File: src/rtl/mips_mem_pkg.sv
// rtl/mips_mem_pkg.sv - opcodes, FSM states and decode/steering helpers for the MEM-stage sequencer
package mips_mem_pkg;

    localparam logic [5:0] OP_LB  = 6'b100000;
    localparam logic [5:0] OP_LH  = 6'b100001;
    localparam logic [5:0] OP_LW  = 6'b100011;
    localparam logic [5:0] OP_LBU = 6'b100100;
    localparam logic [5:0] OP_LHU = 6'b100101;
    localparam logic [5:0] OP_LWU = 6'b100111;
    localparam logic [5:0] OP_SB  = 6'b101000;
    localparam logic [5:0] OP_SH  = 6'b101001;
    localparam logic [5:0] OP_SW  = 6'b101011;

    localparam int CNT_W = 8;

    typedef enum logic [1:0] {
        IDLE,
        ACCESS,
        DONE
    } state_e;

    function automatic logic is_load(input logic [5:0] op);
        case (op)
            OP_LB, OP_LH, OP_LW, OP_LBU, OP_LHU, OP_LWU: return 1'b1;
            default:                                    return 1'b0;
        endcase
    endfunction

    function automatic logic is_store(input logic [5:0] op);
        case (op)
            OP_SB, OP_SH, OP_SW: return 1'b1;
            default:             return 1'b0;
        endcase
    endfunction

    function automatic logic is_misaligned(input logic [5:0] op, input logic [1:0] k);
        case (op)
            OP_LH, OP_LHU, OP_SH:        return k[0];
            OP_LW, OP_LWU, OP_SW:        return k != 2'b00;
            default:                     return 1'b0;
        endcase
    endfunction

    // Loads always read the whole word; only stores narrow the enables.
    function automatic logic [3:0] store_be(input logic [5:0] op, input logic [1:0] k);
        case (op)
            OP_SB:   return 4'b0001 << k;
            OP_SH:   return 4'b0011 << k;
            default: return 4'b1111;
        endcase
    endfunction

    // Replicate the narrow datum into every lane so the enables alone pick the target bytes.
    function automatic logic [31:0] store_wdata(input logic [5:0] op, input logic [31:0] d);
        case (op)
            OP_SB:   return {4{d[7:0]}};
            OP_SH:   return {2{d[15:0]}};
            default: return d;
        endcase
    endfunction

endpackage

File: src/rtl/load_align_ext.sv
// rtl/load_align_ext.sv - shifts the addressed byte/half down to bit 0 and sign/zero-extends it
//   opcode    : latched load opcode
//   k         : byte offset within the word
//   mem_rdata : raw word from memory
//   data      : extended load result
module load_align_ext
    import mips_mem_pkg::*;
(
    input  logic [5:0]  opcode,
    input  logic [1:0]  k,
    input  logic [31:0] mem_rdata,
    output logic [31:0] data
);

    logic [31:0] word;

    assign word = mem_rdata >> {k, 3'b000};

    always_comb begin
        data = word;
        case (opcode)
            OP_LB:   data = {{24{word[7]}}, word[7:0]};
            OP_LBU:  data = {24'b0, word[7:0]};
            OP_LH:   data = {{16{word[15]}}, word[15:0]};
            OP_LHU:  data = {16'b0, word[15:0]};
            default: data = word;
        endcase
    end

endmodule

File: src/rtl/mem_access_ctrl.sv
// rtl/mem_access_ctrl.sv - MEM-stage load/store sequencer with req/ack memory handshake and timeout
//   clk, reset              : clock, asynchronous active-high reset
//   op_valid/opcode/addr/store_data : instruction held in EX/MEM
//   stall                   : freezes the upstream pipeline
//   load_data/load_valid    : extended load result and its strobe
//   exc_misaligned/exc_bus  : alignment fault / timeout abort pulses
//   mem_req/we/addr/be/wdata, mem_ack/rdata : single-port data memory handshake
module mem_access_ctrl
    import mips_mem_pkg::*;
#(
    parameter int TIMEOUT_CYCLES = 255
) (
    input  logic        clk,
    input  logic        reset,
    input  logic        op_valid,
    input  logic [5:0]  opcode,
    input  logic [31:0] addr,
    input  logic [31:0] store_data,
    output logic        stall,
    output logic [31:0] load_data,
    output logic        load_valid,
    output logic        exc_misaligned,
    output logic        exc_bus,
    output logic        mem_req,
    output logic        mem_we,
    output logic [31:0] mem_addr,
    output logic [3:0]  mem_be,
    output logic [31:0] mem_wdata,
    input  logic        mem_ack,
    input  logic [31:0] mem_rdata
);

    localparam logic [CNT_W-1:0] CNT_LAST = CNT_W'(TIMEOUT_CYCLES - 1);

    state_e            state_q, state_d;
    logic [CNT_W-1:0]  cnt_q, cnt_d;
    logic [5:0]        opcode_q, opcode_d;
    logic [1:0]        k_q, k_d;
    logic              timeout_q, timeout_d;
    logic              mem_req_q, mem_req_d;
    logic              mem_we_q, mem_we_d;
    logic [31:0]       mem_addr_q, mem_addr_d;
    logic [3:0]        mem_be_q, mem_be_d;
    logic [31:0]       mem_wdata_q, mem_wdata_d;
    logic [31:0]       load_data_q, load_data_d;
    logic [31:0]       ext_data;
    logic              is_mem_op;
    logic              misaligned;

    assign is_mem_op  = is_load(opcode) || is_store(opcode);
    assign misaligned = is_misaligned(opcode, addr[1:0]);

    load_align_ext u_align (
        .opcode    (opcode_q),
        .k         (k_q),
        .mem_rdata (mem_rdata),
        .data      (ext_data)
    );

    always_comb begin
        state_d        = state_q;
        cnt_d          = cnt_q;
        opcode_d       = opcode_q;
        k_d            = k_q;
        timeout_d      = timeout_q;
        mem_req_d      = mem_req_q;
        mem_we_d       = mem_we_q;
        mem_addr_d     = mem_addr_q;
        mem_be_d       = mem_be_q;
        mem_wdata_d    = mem_wdata_q;
        load_data_d    = load_data_q;
        stall          = 1'b0;
        exc_misaligned = 1'b0;

        case (state_q)
            IDLE: begin
                if (op_valid && is_mem_op) begin
                    if (misaligned) begin
                        exc_misaligned = 1'b1;
                    end else begin
                        stall       = 1'b1;
                        state_d     = ACCESS;
                        cnt_d       = '0;
                        opcode_d    = opcode;
                        k_d         = addr[1:0];
                        timeout_d   = 1'b0;
                        mem_req_d   = 1'b1;
                        mem_we_d    = is_store(opcode);
                        mem_addr_d  = {addr[31:2], 2'b00};
                        mem_be_d    = store_be(opcode, addr[1:0]);
                        mem_wdata_d = store_wdata(opcode, store_data);
                    end
                end
            end
            ACCESS: begin
                stall = 1'b1;
                // ack takes priority over an expiring counter in the same cycle
                if (mem_ack) begin
                    state_d   = DONE;
                    mem_req_d = 1'b0;
                    if (is_load(opcode_q)) begin
                        load_data_d = ext_data;
                    end
                end else if (cnt_q == CNT_LAST) begin
                    state_d     = DONE;
                    mem_req_d   = 1'b0;
                    timeout_d   = 1'b1;
                    load_data_d = '0;
                end else begin
                    cnt_d = cnt_q + 1'b1;
                end
            end
            DONE: begin
                state_d = IDLE;
            end
            default: begin
                state_d = IDLE;
            end
        endcase
    end

    always_ff @(posedge clk or posedge reset) begin
        if (reset) begin
            state_q     <= IDLE;
            cnt_q       <= '0;
            opcode_q    <= '0;
            k_q         <= '0;
            timeout_q   <= 1'b0;
            mem_req_q   <= 1'b0;
            mem_we_q    <= 1'b0;
            mem_addr_q  <= '0;
            mem_be_q    <= '0;
            mem_wdata_q <= '0;
            load_data_q <= '0;
        end else begin
            state_q     <= state_d;
            cnt_q       <= cnt_d;
            opcode_q    <= opcode_d;
            k_q         <= k_d;
            timeout_q   <= timeout_d;
            mem_req_q   <= mem_req_d;
            mem_we_q    <= mem_we_d;
            mem_addr_q  <= mem_addr_d;
            mem_be_q    <= mem_be_d;
            mem_wdata_q <= mem_wdata_d;
            load_data_q <= load_data_d;
        end
    end

    assign load_valid = (state_q == DONE) && is_load(opcode_q);
    assign exc_bus    = (state_q == DONE) && timeout_q;
    assign load_data  = load_data_q;
    assign mem_req    = mem_req_q;
    assign mem_we     = mem_we_q;
    assign mem_addr   = mem_addr_q;
    assign mem_be     = mem_be_q;
    assign mem_wdata  = mem_wdata_q;

endmodule

File: config.mk
export PLATFORM = sky130hd
export DESIGN_NAME = mem_access_ctrl
export DESIGN_NICKNAME = d
export VERILOG_FILES = /design/src/rtl/mips_mem_pkg.sv /design/src/rtl/load_align_ext.sv /design/src/rtl/mem_access_ctrl.sv
export SDC_FILE = /design/constraint.sdc
export NUM_CORES = 1
export LEC_CHECK = 0
export ABC_CLOCK_PERIOD_IN_PS = 10600
export CORE_MARGIN = 2
export CORE_UTILIZATION = 30
export CTS_BUF_LIST = sky130_fd_sc_hd__clkbuf_16
export CTS_CLUSTER_DIAMETER = 120
export DETAILED_ROUTE_END_ITERATION = 10
export SETUP_SLACK_MARGIN = 0.05
export SYNTH_ARGS = -nofsm -noshare
export SYNTH_HDL_FRONTEND = slang
export SYNTH_SLANG_ARGS = --single-unit
File: constraint.sdc
create_clock -name clk -period 10.6 [get_ports clk]
set_clock_uncertainty 0.1 [all_clocks]
set_input_delay 3.18 -clock clk [delete_from_list [all_inputs] [get_ports clk]]
set_output_delay 3.18 -clock clk [all_outputs]
set_load 0.02 [all_outputs]
==> out/summary.md <==
- total number of vias: 4434
- clock insertion delay at the later pin of the skew report: 0.40 ns
- final-report hold violation count: 0
- result of the run: finished clean
- final standard cell utilization of the core: 45.9%
- final instance area: 8590 um^2
- Core Box Area: 18700 um^2
- FF-to-FF setup slack: 7.54 ns
- post-placement cell count: 881
- Final Instance Count excl. Fillers: 912
- pin count of the biggest net entering global routing: 63
- Worst Setup Slack post-DPL: 1.67 ns
- antenna violations before repair: 1
- starting density of the core: 30.6%
- reg-to-reg critical path endpoint: mem_addr[2]
- Cells after Synth: 459
- most used standard cell by instance count after synthesis: sky130_fd_sc_hd__dfrtp_1
- remaining design rule violation count: 0
- Max Root-Sink Buffers: 2
- cell accounting for the most synthesized area: sky130_fd_sc_hd__dfrtp_1
- worst endpoint data arrival time: 5.67 ns
- CTS tree: done
- max-slew violations: 0
- fin crit period: 8.95 ns
- total power after layout: 2.01 mW
- number of global-route vias before repair: 4740
- number of nets still failing antenna checks after routing: 0
- post-synthesis to final-layout area growth: 50.2%
- maximum frequency from static timing analysis: 112 MHz
- count of cells along the worst register-to-register path: 5
- fraction of layout cells with a size suffix above 1: 22.0%
- kind of start point of the critical path: primary input
- total of warnings raised by yosys: 0
- Worst R2R Start: state_q[0]
- share of the clock period used by the worst path: 84.4%
- worst hold margin: 0.356 ns
- primary flip-flop cell chosen by synthesis mapping: sky130_fd_sc_hd__dfrtp_1
- first-pass detailed-route iteration total: 5
- combinational power share: 36.4%
- number of flops mapped to enable cells by yosys: 0
- flip-flop and latch count after synthesis: 119
- routed wire length: 16700 um
- Slew @ Worst Pin: 0.953 ns
- Async S/R FF share, synth: 100%
- count of port buffers added during placement: 209
- Net Sw Power: 0.639 mW
- Clock Sinks: 119
- Maximum Capacitance Violations: 0
- number of levels in the clock H-tree: 4
- worst-case headroom to the max-slew limit: 36.5%
- root buffer selected by CTS: sky130_fd_sc_hd__clkbuf_16
- total die area: 20200 um^2
- leakage power figure: 3.63 nW
- post-CTS setup buffer count: 0
- unrepaired setup endpoints after global routing: false
- mean area per synthesized cell: 12.5 um^2
- Synth top cells by count: 119 x sky130_fd_sc_hd__dfrtp_1, 90 x sky130_fd_sc_hd__mux2_2, 28 x sky130_fd_sc_hd__mux2i_1, 22 x sky130_fd_sc_hd__a21oi_1, 22 x sky130_fd_sc_hd__nand2_1
- global route total overflow: 0
- ranking of synthesized cells by area: sky130_fd_sc_hd__dfrtp_1 52%, sky130_fd_sc_hd__mux2_2 18%, sky130_fd_sc_hd__mux2i_1 4.9%, sky130_fd_sc_hd__a21oi_1 1.9%, sky130_fd_sc_hd__nand2_1 1.4%
- category of the most critical setup path: primary input to output port
- routed vias/inst: 4.86
- drt initial violations: 178
- Boundary Pins: 212
- least setup slack across all paths after layout: 1.65 ns
- synthesized area: 5720 um^2
- sequential share of the synthesized area: 52.1%
- total cell area at the placement stage: 8000 um^2
- total half-perimeter wirelength after legalization and detailed placement: 12000 um
- CTS hold repair buffers: 0
- width of the chip: 142 um
- routability congestion estimate from global placement: 0.805
- number of rows in the core area: 50
- class of the worst hold path: register to register
- sequential power share: 34.5%
- post-layout net count: 774
- Finish-stage setup viols: 0
- post-cts repair resize count: 0
- fraction of power spent switching nets: 31.7%
- proportion of netlist area held by the largest area contributor: 52.1%
- detail-routed net length per standard cell: 18.3 um
- IR Drop Worst-Case VDD: 0.112 mV
- Power Internal: 1.38 mW
- Clock Pin Slew Worst Setup and Hold Paths: 0.05 ns
- Worst setup EP type: output port
- Max Fanout on Critical Path: 18
- total power divided by cell area: 235 nW/um^2
- number of library cell types mapped by synthesis: 55
- required time at the endpoint of the critical path: 7.32 ns
- CP Capture Point: stall
- crit path launch: opcode[3]
- clock network power share: 29.0%
- vertical die dimension: 142 um
- Total Negative Setup Slacks: 0 ns
- number of buffers created by CTS: 17
- global-route wire length before repair: 26500 um
- GRT Resource Usage Total: 17.0%
-- flip-flops by register name, indices dropped and copies added, names as in the netlist --
name / flops
timeout_q: 1
state_q: 2
load_data: 32
k_q: 2
cnt_q: 8
mem_req: 1
mem_wdata: 32
mem_we: 1
opcode_q: 6
mem_addr: 30
mem_be: 4
-- kinds of logic (layout without fill, tap and decap cells) --
| logic type | after synthesis | in the layout | share of synthesized area (%) |
|---|---|---|---|
| muxes | 120 | 120 | 23.2 |
| DFF | 119 | 119 | 52.1 |
| AOI/OAI and AO/OA | 90 | 90 | 11.8 |
| and+or+nand+nor | 88 | 88 | 8.67 |
| buffers and inverters | 38 | 255 | 3.54 |
| adders and majority gates | 2 | 2 | 0.438 |
| other | 1 | 3 | 0.0656 |
| xor gates and xnor gates | 1 | 1 | 0.153 |
-- layer usage --
layer / part of all wire (%) / GRT usage, % / vias to the layer above
li1: - / - / 2095
met1: 42 / 21.0 / 2192
met2: 49 / 27.7 / 134
met3: 6.7 / 6.16 / 13
met4: 1.5 / 5.37 / 0
met5: 0 / 0 / -
-- power by group through the flow --
stage	logic (mW)	clock network, mW	registers, mW
finish	0.734	0.584	0.696
global route	0.780	0.622	0.716
CTS	0.744	0.598	0.698
detailed placement	0.739	0	0.703
global placement	0.733	0	0.696
floorplan	0.231	0	0.835
-- layout make-up --
type                            instances  area [um^2]
Timing Repair Buffer                  214         2130
Antenna cell                            1         2.50
Fill cell                            1678        10100
Clock inverter                         13          164
Inverter                               11         43.8
Clock buffer                           17          425
Tap cell                              234          293
Multi-Input combinational cell        303         2550
Sequential cell                       119         2980
-- worst max-delay path: stages --
cell                              delay [ns]
sky130_fd_sc_hd__clkdlybuf4s50_1        0.45
sky130_fd_sc_hd__a211oi_1               0.27
sky130_fd_sc_hd__nand3_1                0.21
sky130_fd_sc_hd__or3_1                  0.74
sky130_fd_sc_hd__nand2_1                0.17
sky130_fd_sc_hd__clkdlybuf4s50_1        0.63
-- cell usage in the layout, fill, tap and decap left out, types with 3 or more instances in the layout --
cell	instances
sky130_fd_sc_hd__a31o_2	3
sky130_fd_sc_hd__bufinv_16	4
sky130_fd_sc_hd__a211o_2	7
sky130_fd_sc_hd__nand2b_1	4
sky130_fd_sc_hd__or2_2	8
sky130_fd_sc_hd__nor2b_1	5
sky130_fd_sc_hd__a211o_1	9
sky130_fd_sc_hd__mux2i_1	28
sky130_fd_sc_hd__a221o_1	6
sky130_fd_sc_hd__inv_1	10
sky130_fd_sc_hd__o2bb2ai_1	8
sky130_fd_sc_hd__buf_4	5
sky130_fd_sc_hd__nor2_1	17
sky130_fd_sc_hd__clkbuf_16	17
sky130_fd_sc_hd__dfrtp_1	119
sky130_fd_sc_hd__o31ai_1	4
sky130_fd_sc_hd__o21ai_0	15
sky130_fd_sc_hd__nand3_1	9
sky130_fd_sc_hd__mux2_2	90
sky130_fd_sc_hd__clkinv_1	5
sky130_fd_sc_hd__clkdlybuf4s50_1	209
sky130_fd_sc_hd__nand2_1	22
sky130_fd_sc_hd__or3_1	3
sky130_fd_sc_hd__a21oi_1	22
-- how the worst min path moves through the flow --
stage	start	end	slack [ns]	cells after the start
floorplan	opcode_q[5]	opcode_q[5]	0.32	1
global placement	opcode_q[5]	opcode_q[5]	0.34	1
detailed placement	opcode_q[5]	opcode_q[5]	0.35	1
CTS	opcode_q[5]	opcode_q[5]	0.36	1
global route	load_data[11]	load_data[11]	0.40	1
finish	opcode_q[5]	opcode_q[5]	0.36	1
No activity file was read; power rests on OpenSTA's default activity.
==> patch 1, RTL diff (same flow settings) <==
Reset style: synchronous (`reset`), changed in one clocked block. Comments in the files are not updated.
--- a/src/rtl/mem_access_ctrl.sv
+++ b/src/rtl/mem_access_ctrl.sv
@@ -119,7 +119,7 @@
         endcase
     end
 
-    always_ff @(posedge clk or posedge reset) begin
+    always_ff @(posedge clk) begin
         if (reset) begin
             state_q     <= IDLE;
             cnt_q       <= '0;
Function: differs if reset is asserted again (counterexample within 4 cycles, from zero or initial values and one cycle with reset high); with reset held inactive, the same outputs for 4 cycles.
==> patch 1 against the original RTL <==
  * Sequential cell count unchanged
  * Largest cell class is now multi-input gates
  * Die area up 0.45%
  * Via count up 29%
  * Design area down 1.5%
  * Area after synthesis up 0.46%
  * Worst setup slack better by 0.22 ns
  * Wire length up 17%
Power is not compared: it rests on default switching activity, and its combinational part moved more than twofold at a synthesized area within 25%.
==> patch 1: results (changes against the original RTL) <==
* First-pass GRT wire length at 30,800 um (was 26,500 um)
* Area leader, netlist: dfxtp_1 (was dfrtp_1)
* Cells after synthesis at 650 (was 459)
* GRT Overall Usage at 19.3% (was 17.0%)
* Commonest cells post-synth: 119 x dfxtp_1, 86 x a21oi_1, 67 x o21ai_0 (was 119 x dfrtp_1, 90 x mux2_2, 28 x mux2i_1)
* Initial antenna violation count at 0 (was 1)
* R2R Path End: cnt_q[1] (was mem_addr[2])
* RR Startpoint: state_q[1] (was state_q[0])
* Async set-reset flop share out of synthesis at 0% (was 100%)
* Share of cells above drive strength 1 at 8.45% (was 22.0%)
* Hold endpoint: mem_addr[11] (was opcode_q[5])
* RD Place Congestion at 0.841 (was 0.805)
* N_diodes at 0 (was 1)
* Pin count of the biggest net entering global routing at 82 (was 63)
* Vias in the first global route at 5,453 (was 4,740)
* Placed cell count at 1,030 (was 881)
* Status: finished clean (unchanged)
* Nets@finish at 923 (was 774)
* Post-synthesis sequential area ratio at 41.5% (was 52.1%)
* DP Wirelength at 13,100 um (was 12,000 um)
* Critical path's largest stage delay at 0.97 ns (was 0.74 ns)
* CP Max Fanout at 16 (was 18)
* Vias per inst at 5.39 (was 4.86)
* Slew HR at 33.7% (was 36.5%)
* Cell Area, Placed at 7820 um^2 (was 8000 um^2)
* Worst Min Path Start: mem_addr[11] (was opcode_q[5])
* Slowest cell on crit path: clkdlybuf4s50_1 (was or3_1)
* Total length of routed wires at 19,500 um (was 16,700 um)
* Initial drt markers at 346 (was 178)
* Largest cells by area after synthesis: dfxtp_1 41%, a21oi_1 7.5%, o21ai_0 5.8%, mux2i_1 5.8%, nand3_1 5.7% (was dfrtp_1 52%, mux2_2 18%, mux2i_1 4.9%, a21oi_1 1.9%, nand2_1 1.4%)
* Fin cells at 1,062 (was 912)
==> patch 1: routing by layer <==
metal  up-vias  global-route usage (%)  share of wire (%)
met5         -                       0                  0
met2       209                    28.1                 43
met3        19                    7.10                8.3
met1      2715                    26.8                 47
met4         0                    5.47                1.5
li1       2785                       -                  -
==> patch 1: cell type report <==
cell class	instances	area, um^2
clock inverter	15	211
multi-input combinational	458	2990
sequential	119	2380
inverter	2	7.51
fill	1873	10300
tap	234	293
clock buffer	17	425
timing repair buffer	217	2150
==> patch 1: metrics by stage <==
| stage | total power [mW] | utilization, % | worst slack [ns] |
|---|---|---|---|
| finish | 1.22 | 45.1 | 1.87 |
| global route | 1.27 | 45.1 | 1.78 |
| CTS | 1.23 | 45.1 | 1.88 |
| detailed placement | 0.598 | 41.7 | 1.89 |
| global placement | 0.599 | 41.7 | 1.92 |
| floorplan | 0.528 | - | 3.15 |
==> patch 1: worst max-delay path by stage <==
stage	startpoint	endpoint	slack, ns
finish	opcode[0]	stall	1.87
global route	opcode[0]	stall	1.78
CTS	opcode[0]	stall	1.88
detailed placement	opcode[0]	stall	1.89
global placement	opcode[0]	stall	1.92
floorplan	opcode[0]	exc_misaligned	3.15
==> patch 1: critical path, delay by kind of cell <==
kind	cells	cell delay [ns]
buffers and inverters	2	1.56
AND/OR/NAND/NOR	3	0.70
==> patch 1: where the power goes <==
part	switching (mW)	total, mW	leakage (nW)	internal [mW]
clock network	0.213	0.628	0.319	0.414
registers	0.00421	0.458	0.961	0.454
logic	0.0679	0.131	1.48	0.0628
total	0.285	1.22	2.76	0.931
==> patch 1: cells by family (layout without fill, tap and decap cells) <==
| group | count (synthesis) | count (layout) | share of synthesized area, % |
|---|---|---|---|
| compound gates | 237 | 237 | 26.3 |
| buf+inv | 74 | 251 | 6.80 |
| fa+ha+maj | 2 | 2 | 0.436 |
| flops | 119 | 119 | 41.5 |
| simple gates | 175 | 175 | 17.2 |
| other cells | 1 | 2 | 0.0653 |
| mux | 42 | 42 | 7.71 |
==> patch 2, RTL diff (config.mk and constraints unchanged) <==
Made on the original files. `CNT_W`: 8 -> 6.
--- a/src/rtl/mips_mem_pkg.sv
+++ b/src/rtl/mips_mem_pkg.sv
@@ -11,7 +11,7 @@
     localparam logic [5:0] OP_SH  = 6'b101001;
     localparam logic [5:0] OP_SW  = 6'b101011;
 
-    localparam int CNT_W = 8;
+    localparam int CNT_W = 6;
 
     typedef enum logic [1:0] {
         IDLE,
Function: no difference found for any inputs over 4 cycles, from zero or initial values and one cycle with reset high; that may be too few to reach the edited logic, so the function may still have changed.
==> patch 2 against the original RTL <==
  * Area after synthesis increased by 0.22%
  * Highest routed layer unchanged
  * Largest power group unchanged
  * Final cell count is 2.2% lower
  * Sequential cell count decreased by 2
  * Design area shrank 1.2%
  * Worst setup slack got worse by 0.15 ns
  * Total power fell by 3.2%
  * Wire length is 3.0% lower
  * Largest cell class unchanged
==> patch 2: results (changes against the original RTL) <==
* Commonest cells post-synth: 117 x dfrtp_1, 104 x mux2_2, 18 x mux2i_1 (was 119 x dfrtp_1, 90 x mux2_2, 28 x mux2i_1)
* Fillers at 1,727 (was 1,678)
* Pin count of the biggest net entering global routing at 65 (was 63)
* Fin util at 45.4% (was 45.9%)
* CP Max Fanout at 15 (was 18)
* VDD IR max at 0.109 mV (was 0.112 mV)
* Post-synthesis sequential area ratio at 51.1% (was 52.1%)
* DR WL/cell at 18.2 um (was 18.3 um)
* P_leak at 3.58 nW (was 3.63 nW)
* Worst Min Path Start: load_data[14] (was opcode_q[5])
* Initial antenna violation count at 0 (was 1)
* RR Startpoint: state_q[0] (unchanged)
* Cell Area, Placed at 7960 um^2 (was 8000 um^2)
* Hold endpoint: load_data[14] (was opcode_q[5])
* Largest cells by area after synthesis: dfrtp_1 51%, mux2_2 20%, mux2i_1 3.1%, o2bb2ai_1 2.3%, a221o_1 2.1% (was dfrtp_1 52%, mux2_2 18%, mux2i_1 4.9%, a21oi_1 1.9%, nand2_1 1.4%)
* GRT Overall Usage at 16.3% (was 17.0%)
* Vias in the first global route at 4,663 (was 4,740)
* 1st-pass router iterations at 4 (was 5)
* N_diodes at 0 (was 1)
* Initial drt markers at 256 (was 178)
* DP Wirelength at 11,600 um (was 12,000 um)
* Status: finished clean (unchanged)
* Share of cells above drive strength 1 at 23.6% (was 22.0%)
* Flop2flop setup slack at 7.73 ns (was 7.54 ns)
* RD Place Congestion at 0.845 (was 0.805)
* First-pass GRT wire length at 25,500 um (was 26,500 um)
* Sw Pwr at 0.645 mW (was 0.639 mW)
* Nets@finish at 754 (was 774)
==> patch 2: worst max-delay path by stage <==
stage	startpoint	endpoint	slack [ns]	cells after the start
floorplan	opcode[4]	stall	2.98	6
global placement	opcode[0]	stall	1.56	6
detailed placement	opcode[0]	stall	1.50	6
CTS	opcode[0]	stall	1.50	6
global route	opcode[0]	stall	1.34	6
finish	opcode[0]	stall	1.51	6
==> patch 2: cell families (layout without fill, tap and decap cells) <==
group | count (synthesis) | in the layout | synth area share [%]
DFF | 117 | 117 | 51.1
AOI/OAI and AO/OA | 76 | 76 | 10.8
muxes | 130 | 130 | 25.5
other | 1 | 2 | 0.0654
adders and majority gates | 2 | 2 | 0.437
buffers and inverters | 42 | 255 | 4.30
xor gates and xnor gates | 1 | 1 | 0.153
and+or+nand+nor | 75 | 75 | 7.69
==> patch 2: final cells by class <==
type                       instances  area (um^2)  share of cell area [%]
clock buffer                      17          425                    5.01
clock inverter                    14         98.8                    1.17
inverter                           9         36.3                   0.428
multi-input combinational        286         2560                    30.2
sequential                       117         2930                    34.5
tap                              234          293                    3.45
timing repair buffer             215         2140                    25.2
==> patch 2: worst max-delay path: stages <==
cell	delay, ns
clkdlybuf4s50_1	0.45
buf_4	0.21
nor2b_1	0.51
or3_1	0.73
nand2_1	0.12
clkdlybuf4s50_1	0.59
==> patch 2: metal layers <==
metal / vias up / global-route usage [%] / wire (um)
li1: 2060 / - / -
met1: 2236 / 20.1 / 6810
met2: 138 / 26.7 / 7980
met3: 20 / 6.33 / 1240
met4: 0 / 4.37 / 193
met5: - / 0 / 0
==> patch 2: stage by stage <==
step	total power, mW	setup WS (ns)	hold WS, ns	std cells
floorplan	1.07	2.98	0.341	445
global placement	1.43	1.56	0.363	861
detailed placement	1.45	1.50	0.367	861
CTS	1.97	1.50	0.383	892
global route	2.05	1.34	0.410	892
finish	1.95	1.51	0.385	892
==> patch 2: power by group through the flow <==
stage                     clock network (mW)  registers (mW)  logic, mW
final                                  0.516           0.682      0.752
after global placement                     0           0.682      0.752
after global routing                   0.552           0.702      0.798
after CTS                              0.530           0.683      0.762
after detailed placement                   0           0.688      0.759
after floorplan                            0           0.827      0.238
